### src/rtl/fsa_scan_if.sv
// Scan-controller command/read bus: a requester (master) issues frame scans,
// the controller (slave) emits the raster read strobe, position and edge flags.
interface fsa_scan_if #(
  parameter int unsigned C_IMG_WW = 12,
  parameter int unsigned C_IMG_HW = 12
);
  logic                start;
  logic [C_IMG_WW-1:0] img_w;
  logic [C_IMG_HW-1:0] img_h;
  logic                abort;

  logic                busy;
  logic                rd_en;
  logic [C_IMG_WW-1:0] x;
  logic [C_IMG_HW-1:0] y;
  logic                hfirst;
  logic                hlast;
  logic                hM2;
  logic                hM3;
  logic                wfirst;
  logic                wlast;
  logic                sof;
  logic                done;
  logic                err;

  modport master (
    output start, img_w, img_h, abort,
    input  busy, rd_en, x, y, hfirst, hlast, hM2, hM3, wfirst, wlast, sof, done, err
  );

  modport slave (
    input  start, img_w, img_h, abort,
    output busy, rd_en, x, y, hfirst, hlast, hM2, hM3, wfirst, wlast, sof, done, err
  );
endinterface

### src/rtl/fsa_scan_ctl.sv
// Frame scan controller: walks a W x H raster one read per cycle, flags the
// frame/row/column edges for the edge detector, then waits C_DRAIN cycles for
// the detector pipeline to empty before pulsing done.
// Build option: define FSA_SCAN_GAP_EN to insert one idle cycle between rows.
module fsa_scan_ctl #(
  parameter int unsigned C_IMG_WW = 12,
  parameter int unsigned C_IMG_HW = 12,
  parameter int unsigned C_DRAIN  = 6
) (
  input  logic        clk,
  input  logic        resetn,
  fsa_scan_if.slave   bus
);

  localparam int unsigned CNT_W = (C_DRAIN > 1) ? $clog2(C_DRAIN) : 1;

  typedef enum logic [1:0] {
    IDLE  = 2'd0,
    LINE  = 2'd1,
    DRAIN = 2'd2
`ifdef FSA_SCAN_GAP_EN
    ,
    GAP   = 2'd3
`endif
  } state_t;

  state_t              state_q, state_d;
  logic [C_IMG_WW-1:0] w_q, w_d;
  logic [C_IMG_HW-1:0] h_q, h_d;
  logic [C_IMG_WW-1:0] x_q, x_d;
  logic [C_IMG_HW-1:0] y_q, y_d;
  logic [CNT_W-1:0]    cnt_q, cnt_d;

  logic busy_q,   busy_d;
  logic rd_en_q,  rd_en_d;
  logic sof_q,    sof_d;
  logic done_q,   done_d;
  logic err_q,    err_d;
  logic hfirst_q, hfirst_d;
  logic hlast_q,  hlast_d;
  logic hm2_q,    hm2_d;
  logic hm3_q,    hm3_d;
  logic wfirst_q, wfirst_d;
  logic wlast_q,  wlast_d;

  logic go_drain;

  // Next-state, next read position and registered-output values
  always_comb begin
    state_d  = state_q;
    w_d      = w_q;
    h_d      = h_q;
    x_d      = x_q;
    y_d      = y_q;
    cnt_d    = cnt_q;
    rd_en_d  = 1'b0;
    sof_d    = 1'b0;
    done_d   = 1'b0;
    err_d    = 1'b0;
    go_drain = 1'b0;

    case (state_q)
      IDLE: begin
        x_d = '0;
        y_d = '0;
        if (bus.start) begin
          if ((bus.img_w != '0) && (bus.img_h != '0)) begin
            w_d     = bus.img_w;
            h_d     = bus.img_h;
            state_d = LINE;
            rd_en_d = 1'b1;
            sof_d   = 1'b1;
          end else begin
            err_d = 1'b1;
          end
        end
      end

      LINE: begin
        if (bus.abort) begin
          go_drain = 1'b1;
        end else if (x_q == w_q - C_IMG_WW'(1)) begin
          if (y_q == h_q - C_IMG_HW'(1)) begin
            go_drain = 1'b1;
          end else begin
            x_d = '0;
            y_d = y_q + C_IMG_HW'(1);
`ifdef FSA_SCAN_GAP_EN
            state_d = GAP;
`else
            rd_en_d = 1'b1;
`endif
          end
        end else begin
          x_d     = x_q + C_IMG_WW'(1);
          rd_en_d = 1'b1;
        end
      end

`ifdef FSA_SCAN_GAP_EN
      GAP: begin
        if (bus.abort) begin
          go_drain = 1'b1;
        end else begin
          state_d = LINE;
          rd_en_d = 1'b1;
        end
      end
`endif

      DRAIN: begin
        if (cnt_q == '0) begin
          state_d = IDLE;
          x_d     = '0;
          y_d     = '0;
        end else begin
          cnt_d  = cnt_q - CNT_W'(1);
          done_d = (cnt_q == CNT_W'(1));
        end
      end

      default: state_d = IDLE;
    endcase

    // Drain counts down so done lands on the final drain cycle
    if (go_drain) begin
      state_d = DRAIN;
      cnt_d   = CNT_W'(C_DRAIN - 1);
      done_d  = (C_DRAIN == 1);
    end

    busy_d = (state_d != IDLE);

    // hfirst idles high so the cycle carrying start already shows it,
    // letting downstream per-frame state clear before sof.
    hfirst_d = (state_d == IDLE) | (rd_en_d & (y_d == '0));
    hlast_d  = rd_en_d & (y_d == h_d - C_IMG_HW'(1));
    hm2_d    = rd_en_d & (h_d >= C_IMG_HW'(2)) & (y_d == h_d - C_IMG_HW'(2));
    hm3_d    = rd_en_d & (h_d >= C_IMG_HW'(3)) & (y_d == h_d - C_IMG_HW'(3));
    wfirst_d = rd_en_d & (x_d == '0);
    wlast_d  = rd_en_d & (x_d == w_d - C_IMG_WW'(1));
  end

  // State and output registers
  always_ff @(posedge clk or negedge resetn) begin
    if (!resetn) begin
      state_q  <= IDLE;
      w_q      <= '0;
      h_q      <= '0;
      x_q      <= '0;
      y_q      <= '0;
      cnt_q    <= '0;
      busy_q   <= 1'b0;
      rd_en_q  <= 1'b0;
      sof_q    <= 1'b0;
      done_q   <= 1'b0;
      err_q    <= 1'b0;
      hfirst_q <= 1'b0;
      hlast_q  <= 1'b0;
      hm2_q    <= 1'b0;
      hm3_q    <= 1'b0;
      wfirst_q <= 1'b0;
      wlast_q  <= 1'b0;
    end else begin
      state_q  <= state_d;
      w_q      <= w_d;
      h_q      <= h_d;
      x_q      <= x_d;
      y_q      <= y_d;
      cnt_q    <= cnt_d;
      busy_q   <= busy_d;
      rd_en_q  <= rd_en_d;
      sof_q    <= sof_d;
      done_q   <= done_d;
      err_q    <= err_d;
      hfirst_q <= hfirst_d;
      hlast_q  <= hlast_d;
      hm2_q    <= hm2_d;
      hm3_q    <= hm3_d;
      wfirst_q <= wfirst_d;
      wlast_q  <= wlast_d;
    end
  end

  assign bus.busy   = busy_q;
  assign bus.rd_en  = rd_en_q;
  assign bus.x      = x_q;
  assign bus.y      = y_q;
  assign bus.sof    = sof_q;
  assign bus.done   = done_q;
  assign bus.err    = err_q;
  assign bus.hfirst = hfirst_q;
  assign bus.hlast  = hlast_q;
  assign bus.hM2    = hm2_q;
  assign bus.hM3    = hm3_q;
  assign bus.wfirst = wfirst_q;
  assign bus.wlast  = wlast_q;

endmodule

### src/flat_wrapper.sv
// flat-port wrapper written by rule: the top's interface ports become plain ports
module fsa_scan_ctl_flat 
#(
  parameter int unsigned C_IMG_WW = 12,
  parameter int unsigned C_IMG_HW = 12,
  parameter int unsigned C_DRAIN  = 6
)
  (clk, resetn, bus_start, bus_img_w, bus_img_h, bus_abort, bus_busy, bus_rd_en, bus_x, bus_y, bus_hfirst, bus_hlast, bus_hM2, bus_hM3, bus_wfirst, bus_wlast, bus_sof, bus_done, bus_err);
  fsa_scan_if #(.C_IMG_WW(C_IMG_WW), .C_IMG_HW(C_IMG_HW)) bus_i ();
  input  logic clk;
  input  logic resetn;
  input wire logic [$bits(bus_i.start)-1:0] bus_start;
  input wire logic [$bits(bus_i.img_w)-1:0] bus_img_w;
  input wire logic [$bits(bus_i.img_h)-1:0] bus_img_h;
  input wire logic [$bits(bus_i.abort)-1:0] bus_abort;
  output wire logic [$bits(bus_i.busy)-1:0] bus_busy;
  output wire logic [$bits(bus_i.rd_en)-1:0] bus_rd_en;
  output wire logic [$bits(bus_i.x)-1:0] bus_x;
  output wire logic [$bits(bus_i.y)-1:0] bus_y;
  output wire logic [$bits(bus_i.hfirst)-1:0] bus_hfirst;
  output wire logic [$bits(bus_i.hlast)-1:0] bus_hlast;
  output wire logic [$bits(bus_i.hM2)-1:0] bus_hM2;
  output wire logic [$bits(bus_i.hM3)-1:0] bus_hM3;
  output wire logic [$bits(bus_i.wfirst)-1:0] bus_wfirst;
  output wire logic [$bits(bus_i.wlast)-1:0] bus_wlast;
  output wire logic [$bits(bus_i.sof)-1:0] bus_sof;
  output wire logic [$bits(bus_i.done)-1:0] bus_done;
  output wire logic [$bits(bus_i.err)-1:0] bus_err;
  assign bus_i.start = bus_start;
  assign bus_i.img_w = bus_img_w;
  assign bus_i.img_h = bus_img_h;
  assign bus_i.abort = bus_abort;
  assign bus_busy = bus_i.busy;
  assign bus_rd_en = bus_i.rd_en;
  assign bus_x = bus_i.x;
  assign bus_y = bus_i.y;
  assign bus_hfirst = bus_i.hfirst;
  assign bus_hlast = bus_i.hlast;
  assign bus_hM2 = bus_i.hM2;
  assign bus_hM3 = bus_i.hM3;
  assign bus_wfirst = bus_i.wfirst;
  assign bus_wlast = bus_i.wlast;
  assign bus_sof = bus_i.sof;
  assign bus_done = bus_i.done;
  assign bus_err = bus_i.err;
  fsa_scan_ctl #(.C_IMG_WW(C_IMG_WW), .C_IMG_HW(C_IMG_HW), .C_DRAIN(C_DRAIN)) u_core (.clk(clk), .resetn(resetn), .bus(bus_i));
endmodule
### config.mk
export PLATFORM = sky130hd
export DESIGN_NAME = fsa_scan_ctl_flat
export DESIGN_NICKNAME = d
export VERILOG_FILES = /design/src/rtl/fsa_scan_if.sv /design/src/rtl/fsa_scan_ctl.sv /design/src/flat_wrapper.sv
export SDC_FILE = /design/constraint.sdc
export NUM_CORES = 1
export LEC_CHECK = 0
export CAP_MARGIN = 15
export CORE_ASPECT_RATIO = 1.5
export CORE_MARGIN = 5
export CORE_UTILIZATION = 30
export DETAILED_ROUTE_END_ITERATION = 6
export PLACE_DENSITY = 0.56
export SETUP_SLACK_MARGIN = 0.4
export SLEW_MARGIN = 20
export SYNTH_ARGS = -nofsm -noshare
export SYNTH_HDL_FRONTEND = slang
export SYNTH_SLANG_ARGS = --single-unit
export TNS_END_PERCENT = 1
### constraint.sdc
create_clock -name clk -period 7.37 [get_ports clk]
set_clock_uncertainty 0.2 [all_clocks]
set_input_delay 1.1055 -clock clk [delete_from_list [all_inputs] [get_ports clk]]
set_output_delay 1.1055 -clock clk [all_outputs]
set_load 0.02 [all_outputs]
; ---- Yosys cells after proc, flatten, opt, wreduce, memory -nomap -nowiden
; Cells that the tools add are included.
[totals]
mem_count = 0
inputBits = 28
out_inout_bits = 35
latchBits = 0
regBits = 64
mem_bits_ro = 0
ram_bits = 0
[op_classes]
div_mod_pow = 0
bitwise = 9
n_eq_ne = 10
mul = 0
order_cmp = 2
n_mux = 41
shift = 0
n_addsub = 9
n_reduce_logical = 11
[op_table]
columns = operator, count
row1 = $mux W12, 14
row2 = $eq A12 B12 Y1, 6
row3 = $pmux W12 S3, 2
row4 = $sub A12 B1 Y12 const B, 4
row5 = $add A12 B1 Y12 const B, 2
row6 = $ge A12 B2 Y1 const B, 2
row7 = $logic_not A12 Y1, 2
row8 = $reduce_bool A12 Y1, 2
row9 = $sub A12 B2 Y12 const B, 2
row10 = $mux W1, 16
row11 = $mux W3, 3
row12 = $and A1 B1 Y1, 8
row13 = $mux W2, 4
row14 = $pmux W2 S3, 1
row15 = $logic_not A2 Y1, 2
row16 = $reduce_bool A2 Y1, 2
row17 = $eq A3 B1 Y1 const B, 1
row18 = $logic_not A3 Y1, 1
row19 = $sub A3 B1 Y3 const B, 1
row20 = $eq A2 B1 Y1 const B, 1
row21 = $eq A2 B2 Y1 const B, 1
row22 = $ne A2 B1 Y1 const B, 1
row23 = $pmux W1 S2, 1
row24 = $reduce_and A2 Y1, 1
row25 = other kinds (2), 2

; ---- Longest topological paths before layout
; Gate-level depths: netlist (run 1).
[logic_depth]
ltp_word = 9
ltp_mapped = 17
ltp_nobuf = 14

; ---- Worst setup path before layout (run 1)
; OpenSTA, ideal clock, no wires.
[synth_timing]
path_type = input port to flip-flop
from = in bus_img_w[1]
to = reg u_core.wlast_q (netlist: u_core.bus.wlast)
setup_ns = 0.067
arrival_time_ns = 4.868
stages = 15
slack_ns = 2.234
n_path_buf = 4
t_required_ns = 7.103
path_cell_list = or4_1 > nor4_1 > a221o_1 > clkbuf_1 > buf_1 > buf_1 > clkbuf_1 > mux2i_1 > ha_1 > nand2b_1 > nor3_1 > xnor2_1 > xnor2_1 > nor4_1 > o2111a_1
[synth_between]
elab_chain_len = 8
elab_cells_between_ends = 11
cone_classes = add/sub (1) / eq/ne (1) / mux (6) / bitwise (1) / reduce/logical (2)
[synth_rtl]
columns = element, line_no
row1 = "start, declared", flat_wrapper.sv:13  ; input wire logic [$bits(bus_i.img_w)-1:0] bus_img_w;
row2 = $reduce_bool A12 Y1, fsa_scan_ctl.sv:67  ; if ((bus.img_w != '0) && (bus.img_h != '0)) begin
row3 = $logic_and A1 B1 Y1, fsa_scan_ctl.sv:67
row4 = $mux W12, fsa_scan_ctl.sv:67
row5 = $mux W12, fsa_scan_ctl.sv:66  ; if (bus.start) begin
row6 = $mux W12, fsa_scan_ctl.sv:62  ; case (state_q)
row7 = $sub A12 B1 Y12, fsa_scan_ctl.sv:141  ; wlast_d = rd_en_d & (x_d == w_d - C_IMG_WW'(1));
row8 = $eq A12 B12 Y1, fsa_scan_ctl.sv:141
row9 = $and A1 B1 Y1 (*), fsa_scan_ctl.sv:141
row10 = net u_core.wlast_d, fsa_scan_ctl.sv:44  ; logic wlast_q, wlast_d;
row11 = "end signal, assigned", fsa_scan_ctl.sv:181  ; wlast_q <= wlast_d;
row12 = "end, declared", fsa_scan_ctl.sv:44
; Mark *: on every way through the listed nets, which the timed path passes. The rest lies on a longest branch.
; A chain may end at the register's enable or synchronous reset.

; ---- Final worst setup path (run 1)
[layout_timing]
from = in bus_img_w[1]
to = reg u_core.wlast_q (netlist: u_core.bus.wlast)
[layout_between]
elab_chain_len = 8
elab_cells_between_ends = 11
cone_classes = add/sub (1) / eq/ne (1) / mux (6) / bitwise (1) / reduce/logical (2)
[layout_rtl]
columns = element, line_no
row1 = $reduce_bool A12 Y1, fsa_scan_ctl.sv:67
row2 = $logic_and A1 B1 Y1, fsa_scan_ctl.sv:67
row3 = $mux W12, fsa_scan_ctl.sv:67
row4 = $mux W12, fsa_scan_ctl.sv:66
row5 = $mux W12, fsa_scan_ctl.sv:62
row6 = net u_core.w_d[0], fsa_scan_ctl.sv:28  ; logic [C_IMG_WW-1:0] w_q, w_d;
row7 = $sub A12 B1 Y12, fsa_scan_ctl.sv:141
row8 = $eq A12 B12 Y1, fsa_scan_ctl.sv:141
row9 = $and A1 B1 Y1, fsa_scan_ctl.sv:141
row10 = net u_core.wlast_d, fsa_scan_ctl.sv:44
; The timed path passes the listed nets, and every way through them passes these cells.

==> reports/results.tsv, run 1 <==
stage	metric	value	unit
synthesis	synthesized net count	689	
cells_and_area	most common cell after layout, fill and taps aside	nand2_1	
power	Leak	2.683	nW
clock_network	hold_buf cts	0	
setup_path	Worst Setup End Kind	flip-flop	
min_path	HP Class	flip-flop to flip-flop	
timing	post-route minimum period	5649	ps
floorplanning	Initial Utilization	30.65	%
power	P_sw	0.001070	W
floorplanning	Die Ht	173.4	um
power	Clk pwr share	22.4	%
clock_network	cts repair resizes	0	
placed_design	dpl ws	1406	ps
detailed_routing	Starting DRT DRC Count	251	
clock_network	Clock Sinks	64	
clock_network	TritonCTS buffer count	9	
setup_path	critical path peak fanout	35	
timing	Hold Slack	267.4	ps
detailed_routing	1st-pass router iterations	5	
clock_network	clk root buf	clkbuf_16	
power	internal power	0.001322	W
setup_path	worst endpoint data arrival time	5720	ps
floorplanning	I/O pin total	63	
placed_design	GPL Wtd Cong	0.8833	
timing	fin crit share	76.65	%
cells_and_area	P&R area growth vs syn	22.59	%
detailed_routing	DR vias	5179	
detailed_routing	Detail Route Antenna Nets	0	
timing	RSZ-0062 raised after global routing	no	
global_routing	gr usage total	17.44	%
status	status	finished, final reports clean	
synthesis	FF+latch count, synth	64	
synthesis	area of the mapped netlist	0.005340	sq mm
floorplanning	DIE WIDTH	118.9	um
cells_and_area	layout cell share with drive strength beyond 1	6.206	%
timing	Worst Tran Pin Value	1023	ps
clock_network	worst-skew pair later-pin latency	340	ps
clock_network	H-tree Lvls	3	
detailed_routing	wire per inst	19.66	um
global_routing	vias in the first global route	5163	
detailed_routing	vias per std cell	5.617	
timing	f_max	0.1770	GHz
floorplanning	core area	0.01742	sq mm
power	Comb power frac	52.5	%
synthesis	Post-synth EDFFs	0	
clock_network	TritonCTS clock tree	yes	
floorplanning	Die ar.	0.02062	sq mm
global_routing	Remaining Overflow, GRT	0	
global_routing	antenna violations before repair	0	
setup_path	data required time of the critical path	7440	ps
global_routing	largest net degree at the start of global routing	65	
synthesis	post-synth cell types	73	
synthesis	ys flop type	dfrtp_1	
floorplanning	# rows	59	
cells_and_area	fillers	1827	
synthesis	Avg Inst Size Synth	8.241	sq um
timing	Setup TNS Final	0	ps
detailed_routing	Routed WL	18.13	mm
clock_network	Max clock buf depth	2	
synthesis	Seq/Total Area, Yosys	29.99	%
detailed_routing	DRC Markers	0	
synthesis	asr flop ratio synth	100.0	%
timing	Setup WS post-layout	1721	ps
cells_and_area	commonest cells after routing, fill and taps aside	nand2_1 (76), dfrtp_1 (64), clkdlybuf4s50_1 (61)	
synthesis	Gate Count Post-Synth	648	
setup_path	Worst Setup Path Type	input port to flip-flop	
power	sw frac	44.73	%
timing	slew margin rel.	31.33	%
power	maximum vdd drop	0.1302	mV
power	PD cells	365.4	mW/mm^2
setup_path	CP startpoint kind	input port	
power	Seq pwr share	25.0	%
global_routing	first-pass GRT wire length	28.21	mm
cells_and_area	diode count	0	
cells_and_area	Final nets	745	
placed_design	port bufs	62	
placed_design	detailed placement HPWL	14.12	mm
timing	setup violators final	0	
timing	Fin. Hold Viols	0	
clock_network	clock-pin slew on the worst setup and hold paths	60	ps
flow_run	max-cap viol count	0	
timing	Slew Viols, Final	0	
clock_network	post-CTS setup buffers	0	
synthesis	Yosys warnings	0	
worst paths after layout:
path	startpoint	end	slack, ps	cells past startpoint
worst min-delay path	u_core.cnt_q[2]	u_core.bus.done	270	1
max in group asynchronous	resetn	u_core.bus.hM2	5610	2
worst max register to register	u_core.h_q[0]	u_core.bus.hlast	2400	13
worst min register to register	u_core.cnt_q[2]	u_core.bus.done	270	1
worst max-delay path	bus_img_w[1]	u_core.bus.wlast	1720	14
min in group asynchronous	resetn	u_core.bus.hfirst	760	2
worst max-delay path: stages:
cell and delay (ps):
clkdlybuf4s50_1 450, or4_1 640, nor4_1 310, a221o_2 710
clkinv_1 630, o21ai_0 500, inv_1 80, ha_1 230
nand2b_1 180, nor3_1 90, xnor2_1 160, xnor2_1 130
nor4_1 280, o2111a_1 230
cells in the mapped netlist (3+ instances only):
cell type   n  area [sq um]
a211oi_1    4         30.03
inv_1      40         150.1
xor2_1     22         192.7
nand3_1    23         115.1
or3_1      11         68.82
o211a_1     5         50.05
a32oi_1     3         26.28
buf_1       4         15.01
o21ai_0    26         130.1
nand4_1     9         56.30
mux2_2      4         45.04
a221o_1     3         30.03
nand2_1    76         285.3
nor2_1     44         165.2
o211ai_1    7         52.55
and4_1      3         26.28
o41ai_1     3         26.28
nor2b_1     3         18.77
and3_1     10         62.56
a31o_2      3         26.28
nand2b_1    9         56.30
a31oi_1    10         62.56
xnor2_2     3         48.80
nor3b_1     3         22.52
o21ai_1     3         15.01
o31ai_1     8         60.06
mux2i_1    18         180.2
a21boi_0    4         30.03
a21o_1      4         30.03
dfrtp_1    64          1602
nand4b_1    4         35.03
nor4_1     25         156.4
or4_1      11         82.58
nand3b_1    5         37.54
xnor2_1    50         437.9
nor3_1     25         125.1
a21oi_1    22         110.1
o21a_1      3         22.52
clkbuf_1   17         63.81
ha_1       13         162.7
and2_1      6         37.54
power by group through the flow:
stage	Clock, W	Combinational [W]	Sequential [W]
after floorplan	0	0.000947	0.000553
after global placement	0	0.00125	0.000600
after detailed placement	0	0.00125	0.000602
after CTS	0.000544	0.00126	0.000596
after global routing	0.000557	0.00138	0.000614
final	0.000536	0.00126	0.000599
final cells by class:
type                            count  area (sq um)  area share (%)
Inverter                           41         153.9           2.351
Multi-Input combinational cell    521          3502           53.50
Sequential cell                    64          1602           24.46
Clock buffer                       10         239.0           3.651
Tap cell                          213         266.5           4.071
Clock inverter                      6         130.1           1.988
Timing Repair Buffer               67         653.1           9.977
kinds of logic (layout without fill, tap and decap cells):
kind of cell               count (synthesis)  after routing  share of synthesized area [%]
xor gates and xnor gates                  76             76                          13.14
and+or+nand+nor                          276            276                          26.87
DFF                                       64             64                          29.99
adders and majority gates                 13             13                          3.046
buffers and inverters                     63            124                          4.451
muxes                                     22             22                          4.217
AOI/OAI and AO/OA                        134            134                          18.28
layer usage:
layer  global-route usage [%]  up-vias  wire, um
met5                        0        -         0
met2                    33.90      160     10100
li1                         -     2480         -
met1                    18.20     2489      6729
met4                    7.685        0       673
met3                    2.514       50       625
metrics by stage:
step | total power [W] | area, sq um | util [%] | cells
after floorplan | 0.001501 | 5340 | - | 648
after global placement | 0.001846 | 6177 | 35.46 | 906
after detailed placement | 0.001851 | 6177 | 35.46 | 906
after CTS | 0.002398 | 6546 | 37.58 | 922
after global routing | 0.002554 | 6546 | 37.58 | 922
final | 0.002392 | 6546 | 37.58 | 922
registers in the layout, indices dropped and copies added (netlist names), 2 cells and up:
register,cells
u_core.bus.x,12
u_core.state_q,2
u_core.w_q,12
u_core.cnt_q,3
u_core.bus.y,12
u_core.h_q,12
No activity file was read; power rests on OpenSTA's default activity.
==> inputs of run 2 (changes only) <==
==> constraint.sdc (replaced) <==
create_clock -name clk -period 5.85 [get_ports clk]
set_clock_uncertainty 0.2 [all_clocks]
set_input_delay 0.8775 -clock clk [delete_from_list [all_inputs] [get_ports clk]]
set_output_delay 0.8775 -clock clk [all_outputs]
set_load 0.02 [all_outputs]
==> reports/results.tsv, run 2 (synthesis gave the netlist of run 1 again) <==
stage	metric	value	unit
global_routing	vias in the first global route	5238	
cells_and_area	FF+latch area	0.001602	sq mm
setup_path	data required time of the critical path	5880	ps
floorplanning	Die Ht	173.4	um
timing	f_max	0.1988	GHz
setup_path	RR Endpoint	u_core.bus.hlast	
placed_design	GPL Wtd Cong	0.8523	
clock_network	H-tree Lvls	3	
global_routing	antenna violations before repair	0	
power	Pwr Total	0.002898	W
timing	Setup WS post-layout	819.1	ps
setup_path	critical path peak fanout	10	
cells_and_area	P&R area growth vs syn	22.07	%
setup_path	CP startpoint kind	flip-flop	
clock_network	Clock Sinks	64	
setup_path	R2R cell count	13	
timing	Worst Tran Pin Value	987.3	ps
timing	Setup TNS Final	0	ps
power	Comb power frac	55.7	%
timing	setup violators final	0	
setup_path	RR Startpoint	u_core.h_q[1]	
cells_and_area	diode count	0	
detailed_routing	Detail Route Antenna Nets	0	
cells_and_area	commonest cells after routing, fill and taps aside	nand2_1 (76), dfrtp_1 (64), clkdlybuf4s50_1 (61)	
setup_path	worst reg-to-reg setup slack	820	ps
cells_and_area	area of the multi-input gates	0.003502	sq mm
power	maximum vdd drop	0.1594	mV
floorplanning	# rows	59	
status	status	finished, final reports clean	
timing	Slew Viols, Final	0	
power	internal power	0.001541	W
clock_network	post-CTS setup buffers	0	
global_routing	first-pass GRT wire length	29.17	mm
cells_and_area	fillers	1779	
power	Seq pwr share	25.9	%
floorplanning	DIE WIDTH	118.9	um
clock_network	cts repair resizes	0	
detailed_routing	Routed WL	18.37	mm
setup_path	Crit-path slowest cell	o311ai_2	
floorplanning	Initial Utilization	30.65	%
floorplanning	Die ar.	0.02062	sq mm
global_routing	gr usage total	18.00	%
cells_and_area	Core Util, Final	37.42	%
clock_network	Max clock buf depth	2	
global_routing	largest net degree at the start of global routing	65	
placed_design	detailed placement HPWL	14.45	mm
detailed_routing	1st-pass router iterations	5	
cells_and_area	Final nets	752	
floorplanning	core area	0.01742	sq mm
placed_design	port bufs	62	
min_path	HP Class	flip-flop to flip-flop	
timing	fin crit share	86.00	%
cells_and_area	most common cell after layout, fill and taps aside	nand2_1	
clock_network	worst-skew pair later-pin latency	330	ps
clock_network	hold_buf cts	0	
setup_path	Top Family by Delay on Critical Path	compound AO/OA/AOI/OAI gates	
setup_path	CP Buf/Inv Count	1	
timing	post-route minimum period	5031	ps
global_routing	Remaining Overflow, GRT	0	
detailed_routing	Starting DRT DRC Count	365	
detailed_routing	DRC Markers	0	
power	Leak	2.674	nW
clock_network	TritonCTS buffer count	9	
floorplanning	I/O pin total	63	
clock_network	clk root buf	clkbuf_16	
detailed_routing	vias per std cell	5.558	
setup_path	Worst Setup Path Type	flip-flop to flip-flop	
setup_path	worst endpoint data arrival time	5060	ps
power	sw frac	46.82	%
power	Clk pwr share	18.4	%
min_path	hold depth	1	
timing	slew margin rel.	33.58	%
clock_network	TritonCTS clock tree	yes	
detailed_routing	wire per inst	19.78	um
min_path	Worst Hold Launch	u_core.cnt_q[2]	
detailed_routing	DR vias	5163	
power	PD cells	444.6	mW/mm^2
cells_and_area	layout cell share with drive strength beyond 1	6.983	%
min_path	Hold Path End	u_core.bus.done	
timing	Fin. Hold Viols	0	
timing	RSZ-0062 raised after global routing	no	
clock_network	clock-pin slew on the worst setup and hold paths	60	ps
setup_path	delay of the slowest critical-path stage	750	ps
power	P_sw	0.001357	W
flow_run	max-cap viol count	0	
setup_path	CP cell instances	inv_1 -> ha_1 -> or3b_2 -> or4_1 -> a21oi_1 -> o211ai_1 -> o311ai_2 -> o21ai_0 -> a21boi_1 -> xnor2_1 -> mux2i_1 -> a2111o_1 -> a2111oi_2	
setup_path	Worst Setup End Kind	flip-flop	
placed_design	dpl ws	699.3	ps
run 2: changes by cell type in the layout (fill, tap and decap cells not counted):
| cell | previous run | this run |
|---|---|---|
| clkbuf_8 | 1 | 0 |
| clkinv_2 | 2 | 3 |
| clkbuf_1 | 0 | 1 |
| clkinvlp_4 | 0 | 2 |
| bufinv_16 | 4 | 1 |
| buf_4 | 5 | 12 |
run 2: final cells by class:
| type | count | area share (%) |
|---|---|---|
| repair buffers | 74 | 10.83 |
| inverters | 41 | 2.361 |
| multi-input cells | 521 | 53.72 |
| clock buffers | 10 | 3.512 |
| well taps | 213 | 4.088 |
| clock inverters | 6 | 0.9213 |
| flip-flops and latches | 64 | 24.57 |
run 2: per-layer routing:
metal / routed length, um / global-route usage [%] / vias up
li1: - / - / 2496
met5: 0 / 0 / -
met1: 6846 / 19.53 / 2469
met3: 683 / 2.220 / 39
met4: 807 / 9.038 / 0
met2: 10040 / 33.86 / 159
run 2: worst max-delay path by stage:
stage	startpoint	end	slack [ps]	depth (start not counted)
after global routing	u_core.h_q[1]	u_core.bus.hlast	450	13
after CTS	u_core.h_q[1]	u_core.bus.hlast	810	13
after floorplan	bus_img_w[1]	u_core.bus.wlast	940	15
final	u_core.h_q[1]	u_core.bus.hlast	820	13
after global placement	bus_img_h[7]	u_core.bus.hM3	680	13
after detailed placement	bus_img_h[7]	u_core.bus.hM3	700	13
run 2: stage by stage:
stage | std cells | instance area (sq um) | hold slack (ps)
5_1_grt | 929 | 6519 | 312.1
6_report | 929 | 6519 | 281.6
2_1_floorplan | 648 | 5340 | 231.3
4_1_cts | 929 | 6519 | 279.5
3_3_place_gp | 913 | 6230 | 258.6
3_5_place_dp | 913 | 6230 | 272.7
run 2: power by group through the flow:
stage	clock network [W]	logic (W)	registers [W]
after floorplan	0	0.00119	0.000697
after global placement	0	0.00160	0.000760
after detailed placement	0	0.00160	0.000759
after CTS	0.000540	0.00161	0.000751
after global routing	0.000561	0.00178	0.000771
final	0.000534	0.00161	0.000751
==> inputs of run 3 (changes only) <==
--- a/config.mk
+++ b/config.mk
@@ -8,11 +8,10 @@
 export CAP_MARGIN = 15
 export CORE_ASPECT_RATIO = 1.5
 export CORE_MARGIN = 5
-export CORE_UTILIZATION = 30
+export CORE_UTILIZATION = 52
 export DETAILED_ROUTE_END_ITERATION = 6
-export PLACE_DENSITY = 0.56
+export PLACE_DENSITY = 0.86
 export SETUP_SLACK_MARGIN = 0.4
-export SLEW_MARGIN = 20
 export SYNTH_ARGS = -nofsm -noshare
 export SYNTH_HDL_FRONTEND = slang
 export SYNTH_SLANG_ARGS = --single-unit
==> constraint.sdc (replaced) <==
create_clock -name clk -period 4.57 [get_ports clk]
set_clock_uncertainty 0.2 [all_clocks]
set_input_delay 0.6855 -clock clk [delete_from_list [all_inputs] [get_ports clk]]
set_output_delay 0.6855 -clock clk [all_outputs]
set_load 0.02 [all_outputs]
==> reports/results.tsv, run 3 (synthesis gave the netlist of run 1 again) <==
stage	metric	value	unit
clock_network	worst-skew pair later-pin latency	340	ps
power	P_sw	0.002035	W
detailed_routing	Starting DRT DRC Count	569	
timing	Slew Viols, Final	0	
cells_and_area	fillers	686	
power	PD cells	597.5	mW/mm^2
clock_network	hold_buf cts	0	
floorplanning	Initial Utilization	52.99	%
placed_design	Placement Cell Area	0.006524	sq mm
setup_path	CP startpoint kind	flip-flop	
cells_and_area	Final Non-Filler Cells	905	
global_routing	gr usage total	32.81	%
timing	Fin. Hold Viols	0	
power	Seq pwr share	21.9	%
placed_design	dpl ws	-98.94	ps
setup_path	worst endpoint data arrival time	4370	ps
power	Leak	3.122	nW
detailed_routing	DR vias	6051	
clock_network	TritonCTS clock tree	yes	
detailed_routing	wire per inst	22.74	um
status	status	finished, final reports clean	
setup_path	data required time of the critical path	4590	ps
timing	fin crit share	95.20	%
timing	Setup WS post-layout	219.2	ps
timing	Worst Tran Pin Value	933.0	ps
cells_and_area	commonest cells after routing, fill and taps aside	buf_4 (82), nand2_1 (76), dfrtp_1 (64)	
floorplanning	Die ar.	0.01244	sq mm
cells_and_area	Final nets	824	
power	Comb power frac	60.9	%
detailed_routing	Detail Route Antenna Nets	0	
global_routing	vias in the first global route	6173	
clock_network	TritonCTS buffer count	9	
global_routing	largest net degree at the start of global routing	34	
floorplanning	DIE WIDTH	92.74	um
timing	f_max	0.2298	GHz
placed_design	GPL Wtd Cong	1.036	
placed_design	Placed Cells	867	
power	Clk pwr share	17.2	%
setup_path	Worst Setup Path Type	flip-flop to flip-flop	
timing	post-route minimum period	4351	ps
clock_network	clock-pin slew on the worst setup and hold paths	60	ps
detailed_routing	DRC Markers	0	
setup_path	Worst Setup End Kind	flip-flop	
cells_and_area	diode count	0	
detailed_routing	vias per std cell	6.686	
global_routing	Remaining Overflow, GRT	0	
clock_network	H-tree Lvls	3	
clock_network	Clock Sinks	64	
cells_and_area	most common cell after layout, fill and taps aside	buf_4	
timing	RSZ-0062 raised after global routing	yes	
clock_network	Max clock buf depth	2	
power	maximum vdd drop	0.3367	mV
power	sw frac	46.16	%
floorplanning	# rows	45	
flow_run	max-cap viol count	0	
global_routing	first-pass GRT wire length	31.61	mm
floorplanning	I/O pin total	63	
floorplanning	Die Ht	134.1	um
detailed_routing	1st-pass router iterations	5	
cells_and_area	P&R area growth vs syn	38.21	%
cells_and_area	layout cell share with drive strength beyond 1	21.57	%
power	internal power	0.002374	W
placed_design	detailed placement HPWL	14.78	mm
timing	setup violators final	0	
clock_network	clk root buf	clkbuf_16	
global_routing	antenna violations before repair	0	
timing	slew margin rel.	37.51	%
cells_and_area	final instance area	0.007381	sq mm
setup_path	critical path peak fanout	6	
detailed_routing	Routed WL	20.58	mm
floorplanning	core area	0.01008	sq mm
placed_design	port bufs	62	
min_path	HP Class	input port to asynchronous set/reset pin	
==> run 3: cell types whose count changed in the layout (fill, tap and decap cells not counted), moves of 4 or more <==
cell,change
or4_4,+4
nor4_1,-8
buf_4,+70
or4_1,-4
xnor2_1,-6
xnor2_4,+4
nor4_2,+5
==> run 3: layout make-up <==
type | count | area [sq um] | share of cell area, %
Timing Repair Buffer | 145 | 1251 | 16.95
Inverter | 41 | 153.9 | 2.085
Multi-Input combinational cell | 522 | 3905 | 52.91
Sequential cell | 64 | 1602 | 21.70
Clock buffer | 10 | 229.0 | 3.102
Clock inverter | 6 | 93.84 | 1.271
Tap cell | 117 | 146.4 | 1.983
==> run 3: what timing repair did <==
item | in CTS | in global routing
gates cloned | 0 | 1
buffers inserted | 14 | 7
pin swaps | 19 | 8
resized for setup | 42 | 21
setup endpoints to repair | 5 | 6
==> run 3: stage by stage <==
step                total power [W]  TNS (ps)  hold slack [ps]  util, %
detailed placement         0.003272    -203.8            266.6    64.73
CTS                        0.004214         0            222.0    71.43
floorplan                  0.002441         0            189.9        -
global route               0.004640         0            272.2    73.23
global placement           0.003193    -46.59            242.4    64.73
finish                     0.004410         0            204.6    73.23
==> run 3: worst paths after layout <==
| path | to | slack, ps | startpoint | cells past startpoint |
|---|---|---|---|---|
| min in group clk | u_core.bus.done | 280 | u_core.cnt_q[2] | 1 |
| setup / recovery | u_core.bus.hM3 | 220 | u_core.w_q[0] | 15 |
| max in group asynchronous | u_core.w_q[10] | 3030 | resetn | 2 |
| hold / removal | u_core.bus.rd_en | 200 | resetn | 1 |
| hold reg to reg | u_core.bus.done | 280 | u_core.cnt_q[2] | 1 |
| setup reg to reg | u_core.bus.hM3 | 220 | u_core.w_q[0] | 15 |
==> run 3: per-layer routing <==
| metal | wire (um) | vias up | global-route usage (%) |
|---|---|---|---|
| met5 | 0 | - | 0 |
| met4 | 1970 | 0 | 26.24 |
| met3 | 1489 | 158 | 6.173 |
| met2 | 10140 | 404 | 57.09 |
| met1 | 6977 | 2840 | 33.98 |
| li1 | - | 2649 | - |
==> run 3: power groups by stage <==
stage	combinational (W)	sequential, W	clock [W]
after floorplan	0.00155	0.000893	0
after global placement	0.00225	0.000946	0
after detailed placement	0.00231	0.000958	0
after CTS	0.00250	0.000948	0.000761
after global routing	0.00287	0.000983	0.000788
final	0.00269	0.000967	0.000758
==> run 3: critical path, stage by stage (launching register included) <==
cell	delay, ps
dfrtp_1	400
inv_2	80
ha_4	140
or4b_4	490
or3_4	400
a32o_2	300
a2111oi_4	330
o311ai_4	200
buf_4	220
o211a_1	240
a211oi_2	190
buf_4	190
xnor3_1	330
nor3_1	190
o21ai_0	110
nor4_1	240
